[config.mk]
export PLATFORM = sky130hd
export DESIGN_NAME = cpu_ctrl_fsm
export DESIGN_NICKNAME = d
export VERILOG_FILES = /design/src/rtl/cpu_pkg.sv /design/src/rtl/cpu_op_decode.sv /design/src/rtl/cpu_ctrl_fsm.sv
export SDC_FILE = /design/constraint.sdc
export NUM_CORES = 1
export LEC_CHECK = 0
export BUFFER_PORTS_ARGS = -buffer_cell sky130_fd_sc_hd__clkbuf_2
export CAP_MARGIN = 20
export CORE_UTILIZATION = 44
export DETAILED_ROUTE_END_ITERATION = 10
export MAX_ROUTING_LAYER = met4
export PLACE_DENSITY = 0.73
export REMOVE_ABC_BUFFERS = 1
export SYNTH_ARGS = -nofsm -noshare
export SYNTH_HDL_FRONTEND = slang
export SYNTH_SLANG_ARGS = --single-unit
[constraint.sdc]
create_clock -name clk -period 1.4 [get_ports clk]
set_input_delay 0.28 -clock clk [delete_from_list [all_inputs] [get_ports clk]]
set_output_delay 0.28 -clock clk [all_outputs]
set_load 0.1 [all_outputs]
[src/rtl/cpu_pkg.sv]
// Shared types and constants for the 8-bit RISC control sequencer.
// Opcodes, state encoding, operand-source codes, long-op helper.
// Build option: CTRL_STEP_EN adds the single-step STEP state.
package cpu_pkg;

    localparam int DW  = 8;
    localparam int OPW = 4;
    localparam int RAW = 2;

    localparam logic [3:0] OP_NOP = 4'h0;
    localparam logic [3:0] OP_LDO = 4'h1;
    localparam logic [3:0] OP_LDA = 4'h2;
    localparam logic [3:0] OP_LDR = 4'h3;
    localparam logic [3:0] OP_PRE = 4'h4;
    localparam logic [3:0] OP_STO = 4'h5;
    localparam logic [3:0] OP_ADD = 4'h6;
    localparam logic [3:0] OP_SUB = 4'h7;
    localparam logic [3:0] OP_INC = 4'h8;
    localparam logic [3:0] OP_DEC = 4'h9;
    localparam logic [3:0] OP_AND = 4'hA;
    localparam logic [3:0] OP_OR  = 4'hB;
    localparam logic [3:0] OP_NOT = 4'hC;
    localparam logic [3:0] OP_XOR = 4'hD;
    localparam logic [3:0] OP_JMP = 4'hE;
    localparam logic [3:0] OP_HLT = 4'hF;

    localparam logic [1:0] SRC_REG = 2'b00;
    localparam logic [1:0] SRC_ROM = 2'b01;
    localparam logic [1:0] SRC_RAM = 2'b10;

    typedef enum logic [2:0] {
        S_IDLE,
        S_FETCH,
        S_DECODE,
        S_OPND,
        S_EXEC,
`ifdef CTRL_STEP_EN
        S_STEP,
`endif
        S_HALT
    } state_t;

    function automatic logic is_long(input logic [3:0] op);
        return (op == OP_LDO) || (op == OP_LDA) ||
               (op == OP_STO) || (op == OP_JMP);
    endfunction

endpackage

[src/rtl/cpu_op_decode.sv]
// Combinational opcode decoder for the control sequencer.
// In: i_op. Out: long flag, src select, EXEC strobe set, HLT flag.
module cpu_op_decode
    import cpu_pkg::*;
(
    input  logic [3:0] i_op,
    output logic       o_is_long,
    output logic [1:0] o_src_sel,
    output logic       o_reg_wr,
    output logic       o_acc_wr,
    output logic       o_ram_rd,
    output logic       o_ram_wr,
    output logic       o_flag_ld,
    output logic       o_pc_ld,
    output logic       o_is_hlt
);

    always_comb begin
        o_is_long = is_long(i_op);
        o_src_sel = SRC_REG;
        o_reg_wr  = 1'b0;
        o_acc_wr  = 1'b0;
        o_ram_rd  = 1'b0;
        o_ram_wr  = 1'b0;
        o_flag_ld = 1'b0;
        o_pc_ld   = 1'b0;
        o_is_hlt  = 1'b0;
        unique case (i_op)
            OP_LDO: begin
                o_src_sel = SRC_ROM;
                o_reg_wr  = 1'b1;
            end
            OP_LDA: begin
                o_src_sel = SRC_RAM;
                o_ram_rd  = 1'b1;
                o_reg_wr  = 1'b1;
            end
            OP_LDR: o_reg_wr = 1'b1;
            OP_PRE: o_acc_wr = 1'b1;
            OP_STO: o_ram_wr = 1'b1;
            OP_ADD, OP_SUB, OP_INC, OP_DEC,
            OP_AND, OP_OR, OP_NOT, OP_XOR: begin
                o_acc_wr  = 1'b1;
                o_flag_ld = 1'b1;
            end
            OP_JMP: o_pc_ld  = 1'b1;
            OP_HLT: o_is_hlt = 1'b1;
            default: ;
        endcase
    end

endmodule

[src/rtl/cpu_ctrl_fsm.sv]
// Control sequencer: fetch, decode, optional operand fetch, execute.
// In: clk, rst_n, run, rom_data, step. Out: ALU op, datapath strobes,
// instr_done, halted. Option CTRL_STEP_EN adds a single-step state.
module cpu_ctrl_fsm
    import cpu_pkg::*;
#(
    parameter int DW  = 8,
    parameter int OPW = 4,
    parameter int RAW = 2
) (
    input  logic           clk,
    input  logic           rst_n,
    input  logic           run,
    input  logic [DW-1:0]  rom_data,
    input  logic           step,
    output logic [OPW-1:0] alu_op,
    output logic [RAW-1:0] reg_addr,
    output logic [DW-1:0]  opnd,
    output logic [1:0]     src_sel,
    output logic           pc_inc,
    output logic           pc_ld,
    output logic           rom_rd,
    output logic           ram_rd,
    output logic           ram_wr,
    output logic           reg_wr,
    output logic           acc_wr,
    output logic           flag_ld,
    output logic           instr_done,
    output logic           halted
);

    state_t          r_state;
    logic [DW-1:0]   r_ir;
    logic [DW-1:0]   r_opnd;
    logic [1:0]      r_src_sel;
    logic            r_pc_inc;
    logic            r_pc_ld;
    logic            r_rom_rd;
    logic            r_ram_rd;
    logic            r_ram_wr;
    logic            r_reg_wr;
    logic            r_acc_wr;
    logic            r_flag_ld;
    logic            r_done;
    logic            r_halted;

    logic [OPW-1:0]  w_op;
    logic            w_long;
    logic [1:0]      w_src_sel;
    logic            w_reg_wr;
    logic            w_acc_wr;
    logic            w_ram_rd;
    logic            w_ram_wr;
    logic            w_flag_ld;
    logic            w_pc_ld;
    logic            w_hlt;
    logic            w_go_exec;
    logic            w_go_fetch;
    logic            w_unused_step;

    assign w_op = r_ir[DW-1 -: OPW];

    cpu_op_decode u_dec (
        .i_op      (w_op),
        .o_is_long (w_long),
        .o_src_sel (w_src_sel),
        .o_reg_wr  (w_reg_wr),
        .o_acc_wr  (w_acc_wr),
        .o_ram_rd  (w_ram_rd),
        .o_ram_wr  (w_ram_wr),
        .o_flag_ld (w_flag_ld),
        .o_pc_ld   (w_pc_ld),
        .o_is_hlt  (w_hlt)
    );

    // Strobes are registered one state ahead: these flags mark the
    // transitions that enter EXEC or FETCH so their strobes land there.
    assign w_go_exec = (r_state == S_OPND) ||
                       (r_state == S_DECODE && !w_long);

`ifdef CTRL_STEP_EN
    assign w_go_fetch = run && ((r_state == S_IDLE) ||
                                (r_state == S_STEP && step));
    assign w_unused_step = 1'b0;
`else
    assign w_go_fetch = run && ((r_state == S_IDLE) ||
                                (r_state == S_EXEC && !w_hlt));
    assign w_unused_step = step;
`endif

    always_ff @(posedge clk or negedge rst_n) begin
        if (!rst_n) begin
            r_state   <= S_IDLE;
            r_ir      <= '0;
            r_opnd    <= '0;
            r_src_sel <= SRC_REG;
            r_pc_inc  <= 1'b0;
            r_pc_ld   <= 1'b0;
            r_rom_rd  <= 1'b0;
            r_ram_rd  <= 1'b0;
            r_ram_wr  <= 1'b0;
            r_reg_wr  <= 1'b0;
            r_acc_wr  <= 1'b0;
            r_flag_ld <= 1'b0;
            r_done    <= 1'b0;
            r_halted  <= 1'b0;
        end else begin
            r_src_sel <= SRC_REG;
            r_pc_inc  <= 1'b0;
            r_pc_ld   <= 1'b0;
            r_rom_rd  <= 1'b0;
            r_ram_rd  <= 1'b0;
            r_ram_wr  <= 1'b0;
            r_reg_wr  <= 1'b0;
            r_acc_wr  <= 1'b0;
            r_flag_ld <= 1'b0;
            r_done    <= 1'b0;
            unique case (r_state)
                S_IDLE: begin
                    if (run) r_state <= S_FETCH;
                end
                S_FETCH: begin
                    r_ir    <= rom_data;
                    r_state <= S_DECODE;
                end
                S_DECODE: begin
                    if (w_long) begin
                        r_state  <= S_OPND;
                        r_rom_rd <= 1'b1;
                        r_pc_inc <= 1'b1;
                    end else begin
                        r_state  <= S_EXEC;
                    end
                end
                S_OPND: begin
                    r_opnd  <= rom_data;
                    r_state <= S_EXEC;
                end
                S_EXEC: begin
                    if (w_hlt) begin
                        r_state  <= S_HALT;
                        r_halted <= 1'b1;
                    end else begin
`ifdef CTRL_STEP_EN
                        r_state <= S_STEP;
`else
                        r_state <= run ? S_FETCH : S_IDLE;
`endif
                    end
                end
`ifdef CTRL_STEP_EN
                S_STEP: begin
                    if (step) r_state <= run ? S_FETCH : S_IDLE;
                end
`endif
                S_HALT: r_halted <= 1'b1;
                default: r_state <= S_IDLE;
            endcase
            if (w_go_fetch) begin
                r_rom_rd <= 1'b1;
                r_pc_inc <= 1'b1;
            end
            if (w_go_exec) begin
                r_src_sel <= w_src_sel;
                r_rom_rd  <= (w_src_sel == SRC_ROM);
                r_ram_rd  <= w_ram_rd;
                r_ram_wr  <= w_ram_wr;
                r_reg_wr  <= w_reg_wr;
                r_acc_wr  <= w_acc_wr;
                r_flag_ld <= w_flag_ld;
                r_pc_ld   <= w_pc_ld;
                r_done    <= 1'b1;
            end
        end
    end

    assign alu_op     = w_op;
    assign reg_addr   = r_ir[RAW-1:0];
    assign opnd       = r_opnd;
    assign src_sel    = r_src_sel;
    assign pc_inc     = r_pc_inc;
    assign pc_ld      = r_pc_ld;
    assign rom_rd     = r_rom_rd;
    assign ram_rd     = r_ram_rd;
    assign ram_wr     = r_ram_wr;
    assign reg_wr     = r_reg_wr;
    assign acc_wr     = r_acc_wr;
    assign flag_ld    = r_flag_ld;
    assign instr_done = r_done;
    assign halted     = r_halted;

endmodule
==> qor.txt, run 1 <==
Slew HR: 76.3%
Via density per instance: 5.04
Critical Path Max Stage Delay: 0.55 ns
Clock root buffer: clkbuf_4
Sequential cell area fraction in the yosys report: 60.6%
Largest family of logic cells by synthesized area: simple AND/OR/NAND/NOR gates
Pre-antenna DRT Iters: 4
Worst path arrival time: 1.62 ns
Core Area: 2520 um2
Crit Path Category: flip-flop to flip-flop
Final min period: 1.37 ns
Final worst-path setup slack: 0.0294 ns
Number of global-route vias before repair: 806
Avg Inst Size Synth: 13.6 um2
Buffers on Ports: 36
Global-route wire length before repair: 3560 um
RSZ-0062 raised after global routing: true
Synth unique cells: 30
Final hold vios: 0
Synth Area in Compound Gates: 6.90%
Num CTS Buffers: 5
Most common cell in the netlist: dfrtp_1
Routability cong.: 0.817
Clk_skew: 0.00726 ns
Clock Latency Late Sink: 0.33 ns
Max Slew Vio Count: 0
Htree depth: 2
Die height: 54.2 um
Clock transition at path regs: 0.09 ns
Post-synth top area share: 60.6%
Maxcap violations: 0
Final nets: 151
Crit end category: flip-flop
Worst-path cell chain: or4b_4 > a31o_1 > o211ai_2
Largest net degree at the start of global routing: 30
Design Area, Final: 1700 um2
DRT iter0 DRCs: 8
Fillers: 207
Fin cells: 170
Worst setup SP type: flip-flop
Post-synthesis simple-gate area fraction: 15.6%
Final WL: 2200 um
Commonest cells post-synth: dfrtp_1 (29), mux2_2 (14), nand2_1 (5), nand2b_1 (4), nor2_1 (4)
Post-route ant nets: 0
Crit share post-route: 97.9%
Wire per inst: 13.0 um
Initial Util: 47.5%
Antenna diode count: 0
Mux cell area share after synthesis: 13.2%
Warnings, synthesis: 0
Area Growth Syn to Fin: 42.2%
Placed Cells: 161
Area of placed instances: 1610 um2
TritonCTS clock tree: yes
Area leader, netlist: dfrtp_1
Layout cells sized above 1: 55.7%
Die X: 54.2 um
Util after Layout: 67.5%
Die area: 2930 um2
Xor and xnor fraction of the mapped netlist area: 0.731%
Total track usage: 18.7%
Global route total overflow: 0
DR DRC count: 0
Worst path slowest cell: or4b_4
Initial antenna violation count: 0
Worst Tran Pin Value: 0.356 ns
F_max: 730 MHz
Max clock buf depth: 2
Row cnt: 18
Gate Count Post-Synth: 88
CP required: 1.65 ns
Asr flop ratio synth: 100%
Max FO, Critical Path: 4
Count of final setup violators: 0
Main flop type after synthesis: dfrtp_1
Synth Area in Adders: 0%
Area of the mapped netlist: 1200 um2
Vias: 857
Outcome: completed
Boundary pin count: 38
Yosys reg bits: 29
Worst Hold Class: primary input to flip-flop
Clock Sinks: 29
Top cells by area, synth: dfrtp_1 (61%), mux2_2 (13%), nand2b_1 (2.1%)
DP Worst Slack: 0.00269 ns
Post-synth EDFFs: 0
HPWL Detailed: 1600 um
-- cells by family after synthesis --
| family | after synthesis |
|---|---|
| compound gates | 10 |
| xor+xnor | 1 |
| buf+inv | 6 |
| flops | 29 |
| mux | 14 |
| simple gates | 28 |
-- area by class of cell --
| cell class | instances | area (um2) | area share, % |
|---|---|---|---|
| Multi-Input combinational cell | 53 | 442 | 25.9 |
| Timing Repair Buffer | 49 | 424 | 24.9 |
| Sequential cell | 29 | 726 | 42.6 |
| Tap cell | 30 | 37.5 | 2.20 |
| Clock inverter | 1 | 5.00 | 0.294 |
| Clock buffer | 7 | 65.1 | 3.82 |
| Inverter | 1 | 3.75 | 0.220 |
-- worst paths after layout --
kind,startpoint,endpoint,slack [ns],depth (start not counted)
min,rom_data[2],opnd[2]$_DFFE_PN0N_,0.18,2
max in group asynchronous,rst_n,pc_inc$_DFF_PN0_,0.65,3
max reg2reg,r_ir[7]$_DFFE_PN0P_,rom_rd$_DFF_PN0_,0.03,3
min in group asynchronous,rst_n,ram_wr$_DFF_PN0_,0.47,3
min reg2reg,opnd[0]$_DFFE_PN0N_,opnd[0]$_DFFE_PN0N_,0.52,1
max,r_ir[7]$_DFFE_PN0P_,rom_rd$_DFF_PN0_,0.03,3
-- stage by stage --
stage	hold WS (ns)	setup TNS (ns)
after global routing	0.168	-0.0195
after global placement	0.296	0
final	0.178	0
after CTS	0.169	0
after detailed placement	0.300	0
after floorplan	-0.0156	-4.92
-- repair_timing --
item / 4_1_cts / 5_1_grt
buffers inserted: 0 / 0
hold buffers: 1 / 0
hold endpoints to repair: 29 / 0
setup endpoints to repair: 0 / 2
resized for setup: 0 / 2
-- layout by cell type, fill, tap and decap left out, drive strengths merged --
cell type | synthesis | layout
a211oi | 1 | 1
a21oi | 1 | 1
a311o | 1 | 1
a31o | 1 | 1
a31oi | 1 | 1
a41o | 1 | 1
and3 | 1 | 1
buf | 4 | 38
clkbuf | 1 | 17
clkinv | 0 | 1
dfrtp | 29 | 29
dlygate4sd3 | 0 | 1
inv | 1 | 1
mux2 | 14 | 14
nand2 | 5 | 5
nand2b | 4 | 4
nand3b | 4 | 4
nand4b | 1 | 1
nor2 | 4 | 4
nor3 | 2 | 2
nor3b | 2 | 2
o211ai | 2 | 2
o21ai | 2 | 2
or2 | 2 | 2
or3b | 2 | 2
or4b | 1 | 1
xor2 | 1 | 1
-- critical path, delay by kind of cell (launching register included) --
kind,cells,cell delay [ns]
AO/OA/AOI/OAI,2,0.34
AND/OR/NAND/NOR,1,0.55
flip-flops,1,0.40
-- per-layer routing --
metal,global-route usage [%],part of all wire [%]
met1,20.2,41
met2,29.3,49
met3,8.76,7.8
met4,7.69,2.0
met5,-,0
-- flip-flops by register name (all words and copies together), names as in the netlist --
signal      count
ram_rd          1
reg_wr          1
acc_wr          1
flag_ld         1
rom_rd          1
ram_wr          1
pc_ld           1
r_ir            6
instr_done      1
halted          1
opnd            8
src_sel         2
r_state         3
pc_inc          1
Power of run 1 is left out: the tool's default activity adds up to more than one toggle a clock period on the data nets, which glitch-free logic cannot reach.
==> inputs of run 2 (changes only) <==
- MAX_ROUTING_LAYER: met4 -> default
==> qor.txt, run 2 (synthesis results as in run 1) <==
Outcome: completed
F_max: 729 MHz
Hold slack final: 0.178 ns
Area of placed instances: 1610 um2
Initial antenna violation count: 0
Clock Sinks: 29
Final nets: 151
Clock transition at path regs: 0.09 ns
Global route total overflow: 0
Via density per instance: 5.06
Max FO, Critical Path: 4
Final min period: 1.37 ns
HPWL Detailed: 1600 um
Row cnt: 18
Fin cells: 170
Post-route ant nets: 0
Worst Tran Pin Value: 0.355 ns
Core Area: 2520 um2
Die X: 54.2 um
Worst Hold Class: primary input to flip-flop
Clock Latency Late Sink: 0.33 ns
Boundary pin count: 38
Layout cells sized above 1: 55.7%
Clock root buffer: clkbuf_4
Max FFs per register: 8
RSZ-0062 raised after global routing: true
Routability cong.: 0.805
Maxcap violations: 0
Final WL: 2210 um
Max clock buf depth: 2
Area Growth Syn to Fin: 42.2%
Vias: 861
Max Slew Vio Count: 0
Crit Path Category: flip-flop to flip-flop
Antenna diode count: 0
Design Area, Final: 1700 um2
Most frequent cells in the layout: buf_4 (31), dfrtp_1 (29), mux2_2 (14)
Number of global-route vias before repair: 806
Crit share post-route: 98.0%
Largest net degree at the start of global routing: 30
Setup TNS: 0 ns
Num CTS Buffers: 5
Crit end category: flip-flop
Placed Cells: 161
Total track usage: 18.1%
Commonest non-fill, non-tap cell in the layout: buf_4
CP required: 1.65 ns
Global-route wire length before repair: 3560 um
TritonCTS clock tree: yes
Wire per inst: 13.0 um
Htree depth: 2
Initial Util: 47.5%
Final hold vios: 0
Buffers on Ports: 36
DR DRC count: 0
Die height: 54.2 um
Pre-antenna DRT Iters: 5
Slew HR: 76.3%
Die area: 2930 um2
Worst setup SP type: flip-flop
Worst path arrival time: 1.62 ns
Clk_skew: 0.00817 ns
DRT iter0 DRCs: 8
Count of final setup violators: 0
==> run 2: cell counts in the layout (fill, tap and decap cells not counted) <==
Identical to the previous run, type by type.
==> run 2: worst paths after layout <==
path	from	endpoint	slack (ns)	cells past startpoint
max	r_ir[7]$_DFFE_PN0P_	rom_rd$_DFF_PN0_	0.03	3
min	rom_data[2]	opnd[2]$_DFFE_PN0N_	0.18	2
max reg2reg	r_ir[7]$_DFFE_PN0P_	rom_rd$_DFF_PN0_	0.03	3
min reg2reg	opnd[0]$_DFFE_PN0N_	opnd[0]$_DFFE_PN0N_	0.52	1
max in group asynchronous	rst_n	pc_inc$_DFF_PN0_	0.65	3
min in group asynchronous	rst_n	ram_wr$_DFF_PN0_	0.47	3
==> run 2: metrics by stage <==
stage | worst slack (ns) | util [%]
global route | -0.0155 | 67.5
global placement | 0.0635 | 63.9
detailed placement | 0.00269 | 63.9
floorplan | -0.563 | -
finish | 0.0281 | 67.5
CTS | 0.000737 | 67.1
==> run 2: what timing repair did <==
item | in CTS | in global routing
resized for setup | 0 | 2
endpoints found under the setup margin | 0 | 2
hold endpoints to repair | 29 | 0
buffers inserted | 0 | 0
hold buffers | 1 | 0
==> run 2: final cells by class <==
type                       count  area (um2)
clock buffer                   7        65.1
clock inverter                 1        5.00
fill                         207         820
inverter                       1        3.75
multi-input combinational     53         442
sequential                    29         726
tap                           30        37.5
timing repair buffer          49         424
==> run 2: routing by layer <==
layer  GRT usage [%]  vias to the layer above  routed length [um]
li1                -                      417                   -
met1            19.7                      398                 907
met2            29.3                       38                1080
met3            9.60                        8                 182
met4            7.69                        0                  43
met5               0                        -                   0
==> run 2: worst max-delay path, cell delays in order, from the launching register on <==
cell and delay, ns:
dfrtp_1 0.40, or4b_4 0.55, a31o_1 0.25, o211ai_2 0.09
Power of run 2 is left out for the same reason.
==> inputs of run 3 (changes only) <==
- CELL_PAD_IN_SITES_DETAIL_PLACEMENT: default -> 2
- CELL_PAD_IN_SITES_GLOBAL_PLACEMENT: default -> 2
- CORE_UTILIZATION: 44 -> 29
- PLACE_DENSITY: 0.73 -> default
- PLACE_DENSITY_LB_ADDON: default -> 0.1
==> qor.txt, run 3 (synthesis results as in run 1) <==
Outcome: completed
Final min period: 1.37 ns
Pre-antenna DRT Iters: 3
Final WL: 2800 um
Wire per inst: 14.8 um
Clock root buffer: clkbuf_8
Max FO, Critical Path: 4
Num CTS Buffers: 5
Commonest non-fill, non-tap cell in the layout: buf_4
Buffers on Ports: 36
Boundary pin count: 38
Core Area: 3800 um2
Worst path arrival time: 1.57 ns
Max FFs per register: 8
Final hold vios: 0
Number of global-route vias before repair: 1039
Die height: 66.3 um
Initial Util: 31.5%
Crit Path Category: flip-flop to flip-flop
Die area: 4390 um2
Most frequent cells in the layout: buf_4 (32), dfrtp_1 (29), mux2_2 (14)
Fillers: 397
Layout cells sized above 1: 57.0%
Via density per instance: 4.73
Worst Tran Pin Value: 0.452 ns
Clock transition at path regs: 0.06 ns
HPWL Detailed: 2120 um
Die X: 66.3 um
DR DRC count: 0
Vias: 898
Post-route ant nets: 0
DRT iter0 DRCs: 17
Clock Sinks: 29
Hold slack final: 0.229 ns
Max clock buf depth: 2
Antenna diode count: 0
Initial antenna violation count: 0
RSZ-0062 raised after global routing: true
Htree depth: 2
Clk_skew: 0.00333 ns
Largest net degree at the start of global routing: 19
Clock Latency Late Sink: 0.28 ns
Maxcap violations: 0
Worst Hold Class: primary input to flip-flop
Count of final setup violators: 0
Routability cong.: 0.788
Area Growth Syn to Fin: 50.5%
TritonCTS clock tree: yes
F_max: 731 MHz
Crit share post-route: 97.7%
Slew HR: 69.9%
Crit end category: flip-flop
Row cnt: 22
Final nets: 153
Worst setup SP type: flip-flop
Global-route wire length before repair: 4730 um
Total track usage: 15.4%
Max Slew Vio Count: 0
Global route total overflow: 0
CP required: 1.60 ns
## run 3: layer usage
| layer | share of wire [%] | vias to the layer above | track usage [%] |
|---|---|---|---|
| met2 | 54 | 27 | 28.6 |
| met3 | 5.7 | 5 | 5.17 |
| met4 | 2.2 | 0 | 8.78 |
| li1 | - | 415 | - |
| met5 | 0 | - | 0 |
| met1 | 38 | 451 | 14.5 |
## run 3: metrics by stage
stage                     utilization [%]  cells  instance area, um2  setup TNS, ns  worst slack [ns]
final                                47.4    190                1800              0            0.0328
after detailed placement             43.6    180                1660              0            0.0339
after global placement               43.6    180                1660              0            0.0372
after CTS                            46.5    189                1770              0            0.0178
after floorplan                         -     83                1160          -4.92            -0.563
after global routing                 47.4    190                1800         -0.116           -0.0348
## run 3: cell type report
class / instances / area [um2] / area share (%)
sequential: 29 / 726 / 40.3
clock inverter: 1 / 5.00 / 0.278
inverter: 1 / 3.75 / 0.208
tap: 48 / 60.1 / 3.33
multi-input combinational: 53 / 459 / 25.5
timing repair buffer: 51 / 452 / 25.1
clock buffer: 7 / 96.3 / 5.35
## run 3: what timing repair did
item	CTS	global route
setup endpoints to repair	0	5
endpoints found under the hold margin	17	0
resized for setup	0	6
setup buffers	0	1
hold buffers	1	0
## run 3: final timing paths
kind	cells after the start	slack (ns)	to	startpoint
setup / recovery	3	0.03	rom_rd$_DFF_PN0_	r_ir[7]$_DFFE_PN0P_
hold reg to reg	1	0.50	opnd[1]$_DFFE_PN0N_	opnd[1]$_DFFE_PN0N_
max in group asynchronous	3	0.39	r_ir[5]$_DFFE_PN0P_	rst_n
hold / removal	2	0.23	opnd[2]$_DFFE_PN0N_	rom_data[2]
min in group asynchronous	2	0.48	acc_wr$_DFF_PN0_	rst_n
setup reg to reg	3	0.03	rom_rd$_DFF_PN0_	r_ir[7]$_DFFE_PN0P_
## run 3: critical path, stage by stage, from the launching register on
cell	delay (ns)
dfrtp_1	0.40
or4b_4	0.55
a31o_4	0.27
o211ai_2	0.06
Power of run 3 is left out for the same reason.
